**config.mk**
```make
export PLATFORM = sky130hd
export DESIGN_NAME = uart_rx_flat
export DESIGN_NICKNAME = d
export VERILOG_FILES = /design/src/rtl/uart_pkg.sv /design/src/rtl/uart_rx_if.sv /design/src/rtl/uart_rx_sync.sv /design/src/rtl/uart_rx.sv /design/src/flat_wrapper.sv
export SDC_FILE = /design/constraint.sdc
export NUM_CORES = 1
export LEC_CHECK = 0
export BUFFER_PORTS_ARGS = -buffer_cell sky130_fd_sc_hd__buf_2
export CORE_MARGIN = 3
export CORE_UTILIZATION = 59
export DETAILED_ROUTE_END_ITERATION = 12
export GPL_ROUTABILITY_DRIVEN = 0
export MAX_ROUTING_LAYER = met4
export PLACE_DENSITY = 0.9
export SLEW_MARGIN = 15
export SYNTH_ARGS = -nofsm -noshare
export SYNTH_HDL_FRONTEND = slang
export SYNTH_SLANG_ARGS = --single-unit
```
**constraint.sdc**
```tcl
create_clock -name clock50 -period 3.07 [get_ports clock50]
set_input_delay 0.1535 -clock clock50 [delete_from_list [all_inputs] [get_ports clock50]]
set_output_delay 0.1535 -clock clock50 [all_outputs]
set_load 0.005 [all_outputs]
```
**src/rtl/uart_pkg.sv**
```systemverilog
// Shared types and constants for the uart_rx receiver slice.
// The PARITY state only exists when UART_RX_PARITY_EN is defined.
package uart_pkg;

  localparam int UART_CLK_HZ       = 50_000_000;
  localparam int UART_BAUD         = 115200;
  localparam int UART_CLKS_PER_BIT = UART_CLK_HZ / UART_BAUD;

  typedef enum logic [2:0] {
    ST_IDLE      = 3'd0,
    ST_START     = 3'd1,
    ST_DATA      = 3'd2,
`ifdef UART_RX_PARITY_EN
    ST_PARITY    = 3'd3,
`endif
    ST_STOP      = 3'd4,
    ST_WAIT_IDLE = 3'd5
  } uart_rx_state_t;

  // Even parity: the parity bit equals the XOR of the data bits.
  function automatic logic even_parity(input logic [7:0] b);
    return ^b;
  endfunction

endpackage

```
**src/rtl/uart_rx_if.sv**
```systemverilog
// Byte-side handshake and error pulses of uart_rx; master is the receiver.
interface uart_rx_if;
  logic [7:0] data;
  logic       data_valid;
  logic       data_ready;
  logic       frame_err;
  logic       overrun;
  logic       parity_err;

  modport master (
    output data, data_valid, frame_err, overrun, parity_err,
    input  data_ready
  );

  modport slave (
    input  data, data_valid, frame_err, overrun, parity_err,
    output data_ready
  );
endinterface

```
**src/rtl/uart_rx_sync.sv**
```systemverilog
// Two-flop synchronizer for the asynchronous rx pin; resets to the idle level 1.
module uart_rx_sync (
  input  logic clk,
  input  logic rst,
  input  logic d,
  output logic q
);
  logic meta_q;
  logic sync_q;

  always_ff @(posedge clk or posedge rst) begin
    if (rst) begin
      meta_q <= 1'b1;
      sync_q <= 1'b1;
    end else begin
      meta_q <= d;
      sync_q <= meta_q;
    end
  end

  assign q = sync_q;
endmodule

```
**src/rtl/uart_rx.sv**
```systemverilog
// uart_rx: 8N1 serial receiver feeding a one-entry valid/ready holding register.
// Define UART_RX_PARITY_EN for 8E1 framing with a live parity_err pulse.
module uart_rx
  import uart_pkg::*;
#(
  parameter int CLKS_PER_BIT = UART_CLKS_PER_BIT
) (
  input  logic      clock50,
  input  logic      reset,
  input  logic      rx,
  uart_rx_if.master bus
);
  localparam int CNT_W = $clog2(CLKS_PER_BIT);
  localparam logic [CNT_W-1:0] HALF_LOAD = CNT_W'(CLKS_PER_BIT / 2 - 1);
  localparam logic [CNT_W-1:0] BIT_LOAD  = CNT_W'(CLKS_PER_BIT - 1);
  localparam logic [CNT_W-1:0] CNT_ONE   = CNT_W'(1);
  localparam logic [CNT_W-1:0] CNT_ZERO  = CNT_W'(0);

  logic           rx_s;
  logic           tick_s;
  logic           good_s;
  uart_rx_state_t state_q, state_d;
  logic [CNT_W-1:0] cnt_q, cnt_d;
  logic [2:0]     idx_q, idx_d;
  logic [7:0]     shift_q, shift_d;
  logic [7:0]     data_q, data_d;
  logic           valid_q, valid_d;
  logic           ferr_q, ferr_d;
  logic           ovr_q, ovr_d;
`ifdef UART_RX_PARITY_EN
  logic           par_bad_q, par_bad_d;
  logic           perr_q, perr_d;
`endif

  uart_rx_sync u_sync (
    .clk (clock50),
    .rst (reset),
    .d   (rx),
    .q   (rx_s)
  );

  assign tick_s = (cnt_q == CNT_ZERO);

  // Next-state logic for the frame FSM, bit timing and the holding register.
  always_comb begin
    state_d = state_q;
    cnt_d   = cnt_q;
    idx_d   = idx_q;
    shift_d = shift_q;
    data_d  = data_q;
    valid_d = valid_q;
    ferr_d  = 1'b0;
    ovr_d   = 1'b0;
    good_s  = 1'b0;
`ifdef UART_RX_PARITY_EN
    par_bad_d = par_bad_q;
    perr_d    = 1'b0;
`endif

    case (state_q)
      ST_IDLE: begin
        if (!rx_s) begin
          cnt_d   = HALF_LOAD;
          state_d = ST_START;
        end else begin
          state_d = ST_IDLE;
        end
      end
      ST_START: begin
        if (tick_s) begin
          if (rx_s) begin
            state_d = ST_IDLE;
          end else begin
            state_d = ST_DATA;
            cnt_d   = BIT_LOAD;
            idx_d   = 3'd0;
`ifdef UART_RX_PARITY_EN
            par_bad_d = 1'b0;
`endif
          end
        end else begin
          cnt_d = cnt_q - CNT_ONE;
        end
      end
      ST_DATA: begin
        if (tick_s) begin
          shift_d[idx_q] = rx_s;
          cnt_d          = BIT_LOAD;
          idx_d          = idx_q + 3'd1;
          if (idx_q == 3'd7) begin
`ifdef UART_RX_PARITY_EN
            state_d = ST_PARITY;
`else
            state_d = ST_STOP;
`endif
          end else begin
            state_d = ST_DATA;
          end
        end else begin
          cnt_d = cnt_q - CNT_ONE;
        end
      end
`ifdef UART_RX_PARITY_EN
      ST_PARITY: begin
        if (tick_s) begin
          par_bad_d = rx_s ^ even_parity(shift_q);
          cnt_d     = BIT_LOAD;
          state_d   = ST_STOP;
        end else begin
          cnt_d = cnt_q - CNT_ONE;
        end
      end
`endif
      ST_STOP: begin
        if (tick_s) begin
`ifdef UART_RX_PARITY_EN
          perr_d = par_bad_q;
          good_s = rx_s & ~par_bad_q;
`else
          good_s = rx_s;
`endif
          if (rx_s) begin
            state_d = ST_IDLE;
          end else begin
            ferr_d  = 1'b1;
            state_d = ST_WAIT_IDLE;
          end
        end else begin
          cnt_d = cnt_q - CNT_ONE;
        end
      end
      ST_WAIT_IDLE: begin
        // A break holds the line low; wait for it to return to idle.
        if (rx_s) begin
          state_d = ST_IDLE;
        end else begin
          state_d = ST_WAIT_IDLE;
        end
      end
      default: begin
        state_d = ST_IDLE;
        cnt_d   = CNT_ZERO;
      end
    endcase

    // A drain and a load in the same cycle is not an overrun.
    if (good_s && (!valid_q || bus.data_ready)) begin
      data_d  = shift_q;
      valid_d = 1'b1;
    end else if (good_s) begin
      ovr_d = 1'b1;
    end else if (valid_q && bus.data_ready) begin
      valid_d = 1'b0;
    end else begin
      valid_d = valid_q;
    end
  end

  // State and output registers.
  always_ff @(posedge clock50 or posedge reset) begin
    if (reset) begin
      state_q <= ST_IDLE;
      cnt_q   <= CNT_ZERO;
      idx_q   <= 3'd0;
      shift_q <= 8'h00;
      data_q  <= 8'h00;
      valid_q <= 1'b0;
      ferr_q  <= 1'b0;
      ovr_q   <= 1'b0;
`ifdef UART_RX_PARITY_EN
      par_bad_q <= 1'b0;
      perr_q    <= 1'b0;
`endif
    end else begin
      state_q <= state_d;
      cnt_q   <= cnt_d;
      idx_q   <= idx_d;
      shift_q <= shift_d;
      data_q  <= data_d;
      valid_q <= valid_d;
      ferr_q  <= ferr_d;
      ovr_q   <= ovr_d;
`ifdef UART_RX_PARITY_EN
      par_bad_q <= par_bad_d;
      perr_q    <= perr_d;
`endif
    end
  end

  assign bus.data       = data_q;
  assign bus.data_valid = valid_q;
  assign bus.frame_err  = ferr_q;
  assign bus.overrun    = ovr_q;
`ifdef UART_RX_PARITY_EN
  assign bus.parity_err = perr_q;
`else
  assign bus.parity_err = 1'b0;
`endif

endmodule

```
**src/flat_wrapper.sv**
```systemverilog
// flat-port wrapper written by rule: the top's interface ports become plain ports
module uart_rx_flat import uart_pkg::*;
#(
  parameter int CLKS_PER_BIT = UART_CLKS_PER_BIT
)
  (clock50, reset, rx, bus_data, bus_data_valid, bus_frame_err, bus_overrun, bus_parity_err, bus_data_ready);
  uart_rx_if bus_i ();
  input  logic clock50;
  input  logic reset;
  input  logic rx;
  output wire logic [$bits(bus_i.data)-1:0] bus_data;
  output wire logic [$bits(bus_i.data_valid)-1:0] bus_data_valid;
  output wire logic [$bits(bus_i.frame_err)-1:0] bus_frame_err;
  output wire logic [$bits(bus_i.overrun)-1:0] bus_overrun;
  output wire logic [$bits(bus_i.parity_err)-1:0] bus_parity_err;
  input wire logic [$bits(bus_i.data_ready)-1:0] bus_data_ready;
  assign bus_data = bus_i.data;
  assign bus_data_valid = bus_i.data_valid;
  assign bus_frame_err = bus_i.frame_err;
  assign bus_overrun = bus_i.overrun;
  assign bus_parity_err = bus_i.parity_err;
  assign bus_i.data_ready = bus_data_ready;
  uart_rx #(.CLKS_PER_BIT(CLKS_PER_BIT)) u_core (.clock50(clock50), .reset(reset), .rx(rx), .bus(bus_i));
endmodule
```
==> results of run 1 <==
-- worst min path at each step --
stage                                        to  slack (ps)
final                     u_core.bus.data_valid         140
after global routing         u_core.bus.overrun         150
after CTS                 u_core.bus.data_valid         140
after detailed placement   u_core.u_sync.meta_q         260
after global placement    u_core.bus.data_valid         260
after floorplan            u_core.u_sync.meta_q         160
-- area by class of cell --
cell class              instances  area, um^2
clock buffers                   6       41.29
inverters                       6       22.52
well taps                      44       55.05
fillers                       241        1013
multi-input cells             137        1007
clock inverters                 1       5.005
flip-flops and latches         36       903.4
repair buffers                 18       105.1
-- Yosys cell counts, drive strengths merged, types with 2 or more instances --
cell type  number
a2111oi         2
a21o            4
a21oi           7
a22o            3
a31oi           4
buf             6
clkbuf          7
dfrtp          34
dfstp           2
ha              3
inv             6
maj3            2
mux2           16
nand2          17
nand2b          5
nand3           3
nand3b          3
nor2           12
nor3            5
nor3b           4
nor4            7
nor4b           2
o21ai          13
o22ai           4
-- cells by family after synthesis --
| logic type | count (synthesis) |
|---|---|
| and+or+nand+nor | 65 |
| AOI/OAI and AO/OA | 49 |
| DFF | 36 |
| buffers and inverters | 19 |
| muxes | 16 |
| adders and majority gates | 5 |
| other | 1 |
| xor gates and xnor gates | 1 |
-- power breakdown --
part           switching, uW  total (uW)  internal [uW]
combinational           10.8        15.8           4.94
clock                    143         228           84.4
sequential              4.16         481            476
-- stage by stage --
step	util (%)	hold WS [ps]	total power, uW	setup WS [ps]
3_5_place_dp	65.75	262.4	504.3	520.4
4_1_cts	67.86	139.8	730.1	493.8
3_3_place_gp	65.75	258.8	502.8	665.9
2_1_floorplan	-	158.0	498.8	908.8
6_report	67.86	139.3	723.9	489.6
5_1_grt	67.86	149.3	751.6	364.6
-- worst max-delay path, stage by stage, from the launching register on --
cell     delay, ps
dfrtp_1        450
inv_1          100
ha_1           210
or4b_4         530
nor2_8         200
nand4_4        140
nor2b_2        450
mux2_2         400
-- flip-flops by register name, summed over array words and instances (netlist names) --
register / flops
u_core.bus.data: 8
u_core.bus.data_valid: 1
u_core.bus.frame_err: 1
u_core.bus.overrun: 1
u_core.cnt_q: 9
u_core.idx_q: 3
u_core.shift_q: 8
u_core.state_q: 3
u_core.u_sync.meta_q: 1
u_core.u_sync.q: 1
-- what timing repair did --
action                     CTS  global route
hold endpoints to repair    35             0
hold buffers                 2             0
setup endpoints to repair    0             0
-- routing by layer --
layer	global-route usage [%]	part of all wire, %	vias to the layer above
met5	-	0	-
met1	27.99	41	772
met4	7.124	2.5	0
met3	6.151	7.2	15
met2	33.68	49	76
li1	-	-	732
==> impl_metrics.tcl, run 1 <==
set metrics [dict create \
    status "complete, no violations" \
    synth_compound_area_share_pct 16.39 \
    final_hold_viol_count 0 \
    cp.required_ps 3280 \
    synth_nets 199 \
    synthFlopType "dfrtp_1" \
    skew_ps 8.255 \
    hold_path.class "input pin to register" \
    start_util_pct 63.45 \
    num_rows 20 \
    maxSlewHeadroom_pct 41.30 \
    reg2reg_from "u_core.cnt_q[0]" \
    drc 0 \
    cts.sinks 36 \
    dieArea_um2 4125 \
    cts_tree "done" \
    final_layout_size_suffix_gt1_share_pct 25.98 \
    numCtsBuffers 5 \
    grt_max_degree 37 \
    via_per_inst 6.431 \
    synthMuxAreaShare_pct 9.006 \
    crit_start "u_core.cnt_q[0]" \
    synth_seq_area_share_pct 45.15 \
    hold_depth 3 \
    worstSetupPathType "register to register" \
    cp_max_fo 10 \
    final_cell_mix "dfrtp_1 (34), nand2_1 (16), mux2_2 (15)" \
    ios 16 \
    tightest_slew_ps 880.5 \
    synth_seq_cells 36 \
    clock_latency_ps 330 \
    synth_edf_count 0 \
    synth.avg_cell_area_um2 10.42 \
    synthSimpleGateAreaFrac_pct 21.45 \
    layout_commonest_cell "dfrtp_1" \
    dieWidth_um 64.23 \
    postLayoutCellArea_um2 2140 \
    setup_tns_ps 0 \
    hp-start "bus_data_ready" \
    drtAntennaViolNets 0 \
    powerDensity_nw_per_um2 338.3 \
    place_hpwl_um 2833 \
    core_um2 3153 \
    syn_inst 192 \
    synth-xor-area-share_pct 0.4378 \
    fin_crit_ps 2580 \
    avgRoutedWirePerCell_um 16.35 \
    grt-ovfl-total 0 \
    r2r_cells 7 \
    crit_arrival_ps 2790 \
    crit_path_start_kind "register" \
    die_y_um 64.23 \
    rrSetupSlack_ps 490 \
    grt_pass1_vias 1498 \
    drt_iter0_markers 262 \
    antenna_found_initial 0 \
    antennaDiodeCount 0 \
    wl_um 4056 \
    syn2layout_area_growth_pct 6.942 \
    clk_root_buffer_cell "clkbuf_4" \
    p_leak_uw 0.001007 \
    cts_post_setup_buffers_inserted 0 \
    globalRouteTotalUtil_pct 21.87 \
    async_flop_share_pct 100.0 \
    synth_top_area_share_pct 42.53 \
    synthTopCellsByArea "dfrtp_1 (43%), mux2_2 (8.4%), o21ai_0 (3.3%)" \
    final_nets 211 \
    timing.fmax_mhz 387.5 \
    drt-pass1-iter-count 4 \
    clk_path_buf_depth 2 \
    maxCapViolCount 0 \
    final_cells 248 \
    synthDistinctLibCells 55 \
    syn-cell-area_um2 2001 \
    vias 1595 \
    numPortBuffers 14 \
    slew_viol_final 0 \
    synth_top_family_by_area "simple AND/OR/NAND/NOR gates" \
    synth_fa_ha_area_share_pct 2.877 \
    rsz0062_at_grt "no" \
    crit_path_end "u_core.bus.data[1]" \
    end_kind "register" \
    ctsResizeCount 0 \
    clkSlewWorstSetupHoldPaths_ps 100 \
    place_area_um2 2073 \
    yosys_warnings 0 \
    finalCritPeriodShare_pct 84.05 \
    r2r-end "u_core.bus.data[1]" \
    synth.largest_area_cell "dfrtp_1" \
    setup_viol 0 \
    grt_first_pass_wirelength_um 6962 \
    dp.cells 239 \
    htreeDepth 2 \
    peakVddDrop_uv 317.1 \
]
(Power assumes the default switching activity.)
==> run 2: changes to the inputs <==
Settings changed: ABC_AREA set to 1, CORE_UTILIZATION 59 to 53, PLACE_DENSITY 0.9 to 0.86.
Clock period 3.07 ns to 2.2 ns, I/O delays scaled along.
==> impl_metrics.tcl, run 2 <==
set metrics [dict create \
    via_per_inst 5.136 \
    antennaDiodeCount 0 \
    ios 16 \
    dieWidth_um 65.75 \
    syn-cell-area_um2 1892 \
    skew_ps 8.065 \
    final_layout_size_suffix_gt1_share_pct 14.89 \
    clk_path_buf_depth 2 \
    grt_pass1_vias 1451 \
    cp.required_ps 2450 \
    antenna_found_initial 0 \
    crit_path_start_kind "register" \
    dieArea_um2 4322 \
    layout_commonest_cell "nand2_1" \
    num_rows 21 \
    cp_common_cell "nand2_1" \
    finalCritPeriodShare_pct 78.49 \
    status "complete, no violations" \
    synthMuxAreaShare_pct 0 \
    clkPwrFrac_pct 32.9 \
    rsz0062_at_grt "no" \
    drc 0 \
    final_cell_mix "nand2_1 (81), dfrtp_1 (34), inv_1 (31)" \
    yosys_warnings 0 \
    p_leak_uw 0.001200 \
    largest_reg_flops 9 \
    dp.cells 299 \
    hold_ws_ps 169.6 \
    grt_first_pass_wirelength_um 6520 \
    synth-xor-area-share_pct 0.9259 \
    combPwrFrac_pct 2.6 \
    final_core_util_pct 61.06 \
    synth.avg_cell_area_um2 7.817 \
    final_nets 269 \
    clock_latency_ps 350 \
    clkSlewWorstSetupHoldPaths_ps 110 \
    crit_slowest_cell "dfrtp_1" \
    wl_um 3764 \
    cp_max_fo 9 \
    drtAntennaViolNets 0 \
    clk_root_buffer_cell "clkbuf_4" \
    path_cells "inv_1 -> ha_1 -> nand2_2 -> nor2_8 -> nand2_4 -> clkinv_2 -> nand4_4 -> nand2_1 -> nand2_1" \
    cts_tree "done" \
    timing.fmax_mhz 579.1 \
    cpPeakStageDelay_ps 410 \
    synthSimpleGateAreaFrac_pct 35.12 \
    core_um2 3390 \
    htreeDepth 2 \
    hold_path.class "input pin to register" \
    die_y_um 65.75 \
    peakVddDrop_uv 331.3 \
    worstSetupPathType "register to register" \
    syn2layout_area_growth_pct 9.391 \
    syn_inst 242 \
    grt_max_degree 37 \
    pwr-share-seq_pct 64.5 \
    ctsResizeCount 0 \
    fill_cells 283 \
    setup_viol 0 \
    numCtsBuffers 5 \
    synth.largest_area_cell "dfrtp_1" \
    fin_crit_ps 1727 \
    place_hpwl_um 2736 \
    cts.sinks 36 \
    synth.most_common_cell "nand2_1" \
    end_kind "register" \
    async_flop_share_pct 100.0 \
    crit_arrival_ps 1980 \
    globalRouteTotalUtil_pct 20.79 \
    p_sw_share_pct 23.45 \
    grt-ovfl-total 0 \
    p_int_uw 789.9 \
    setup_tns_ps 0 \
    netSwitchingPower_uw 242.0 \
    synth_seq_area_share_pct 47.75 \
    final_hold_viol_count 0 \
    regMostFlops "u_core.cnt_q" \
    avgRoutedWirePerCell_um 12.22 \
    final_cells 308 \
    slew_viol_final 0 \
    synth_nets 249 \
    synthDistinctLibCells 31 \
    vias 1582 \
    synth_compound_area_share_pct 5.754 \
    synthFlopType "dfrtp_1" \
    synth_top_family_by_area "simple AND/OR/NAND/NOR gates" \
    synth_seq_cells 36 \
    synthTopCellsByArea "dfrtp_1 (45%), nand2_1 (16%), inv_1 (6.2%)" \
    numPortBuffers 14 \
    drt_iter0_markers 122 \
    maxCapViolCount 0 \
    drt-pass1-iter-count 4 \
    synth_top_area_share_pct 44.97 \
    powerDensity_nw_per_um2 498.6 \
    synth_commonest_cells "nand2_1 (81), dfrtp_1 (34), inv_1 (31)" \
    synth_edf_count 0 \
    synth_fa_ha_area_share_pct 1.984 \
    start_util_pct 55.81 \
]
[run 2: worst paths after layout]
kind	slack, ps	endpoint	depth (start not counted)	startpoint
max	470	u_core.bus.data[3]	9	u_core.cnt_q[0]
min	170	u_core.bus.overrun	4	bus_data_ready
max reg2reg	470	u_core.bus.data[3]	9	u_core.cnt_q[0]
min reg2reg	360	u_core.u_sync.q	0	u_core.u_sync.meta_q
max in group asynchronous	1460	u_core.u_sync.q	4	reset
min in group asynchronous	390	u_core.shift_q[2]	4	reset
[run 2: logic make-up after synthesis]
group           count (synthesis)
simple gates                  141
buf+inv                        38
flops                          36
compound gates                 21
fa+ha+maj                       3
xor+xnor                        2
other cells                     1
[run 2: repair_timing]
action                     4_1_cts  5_1_grt
setup buffers                    0        0
hold buffers                     2        0
setup endpoints to repair        0        0
hold endpoints to repair        35        0
[run 2: per-layer routing]
| metal | track usage (%) | part of all wire [%] |
|---|---|---|
| met1 | 27.10 | 46 |
| met2 | 31.66 | 47 |
| met5 | - | 0 |
| met4 | 7.772 | 2.2 |
| met3 | 4.786 | 5.1 |
[run 2: cell type report]
class | instances | area [um^2] | area share, %
clock buffer | 6 | 41.29 | 1.995
clock inverter | 1 | 5.005 | 0.2418
inverter | 33 | 125.1 | 6.046
multi-input combinational | 168 | 832.0 | 40.21
sequential | 36 | 903.4 | 43.65
tap | 46 | 57.56 | 2.781
timing repair buffer | 18 | 105.1 | 5.079
[run 2: metrics by stage]
stage                     power (uW)  setup WS (ps)  cell area, um^2
after global routing            1063          322.3             2069
after floorplan                695.6          677.7             1892
after global placement         703.8          563.4             2003
after detailed placement       704.0          497.0             2003
after CTS                       1035          461.4             2069
final                           1032          473.3             2069
[run 2: power by group through the flow]
| stage | sequential [uW] | clock [uW] | combinational, uW |
|---|---|---|---|
| final | 666 | 339 | 27.2 |
| after global placement | 678 | 0 | 25.5 |
| after global routing | 666 | 366 | 31.2 |
| after detailed placement | 678 | 0 | 25.7 |
| after CTS | 665 | 341 | 28.5 |
| after floorplan | 678 | 0 | 17.8 |
[run 2: critical path, delay by kind of cell (launching register included)]
| family | cells | cell delay [ps] |
|---|---|---|
| buf+inv | 2 | 230 |
| simple gates | 6 | 730 |
| fa+ha+maj | 1 | 250 |
| flops | 1 | 410 |
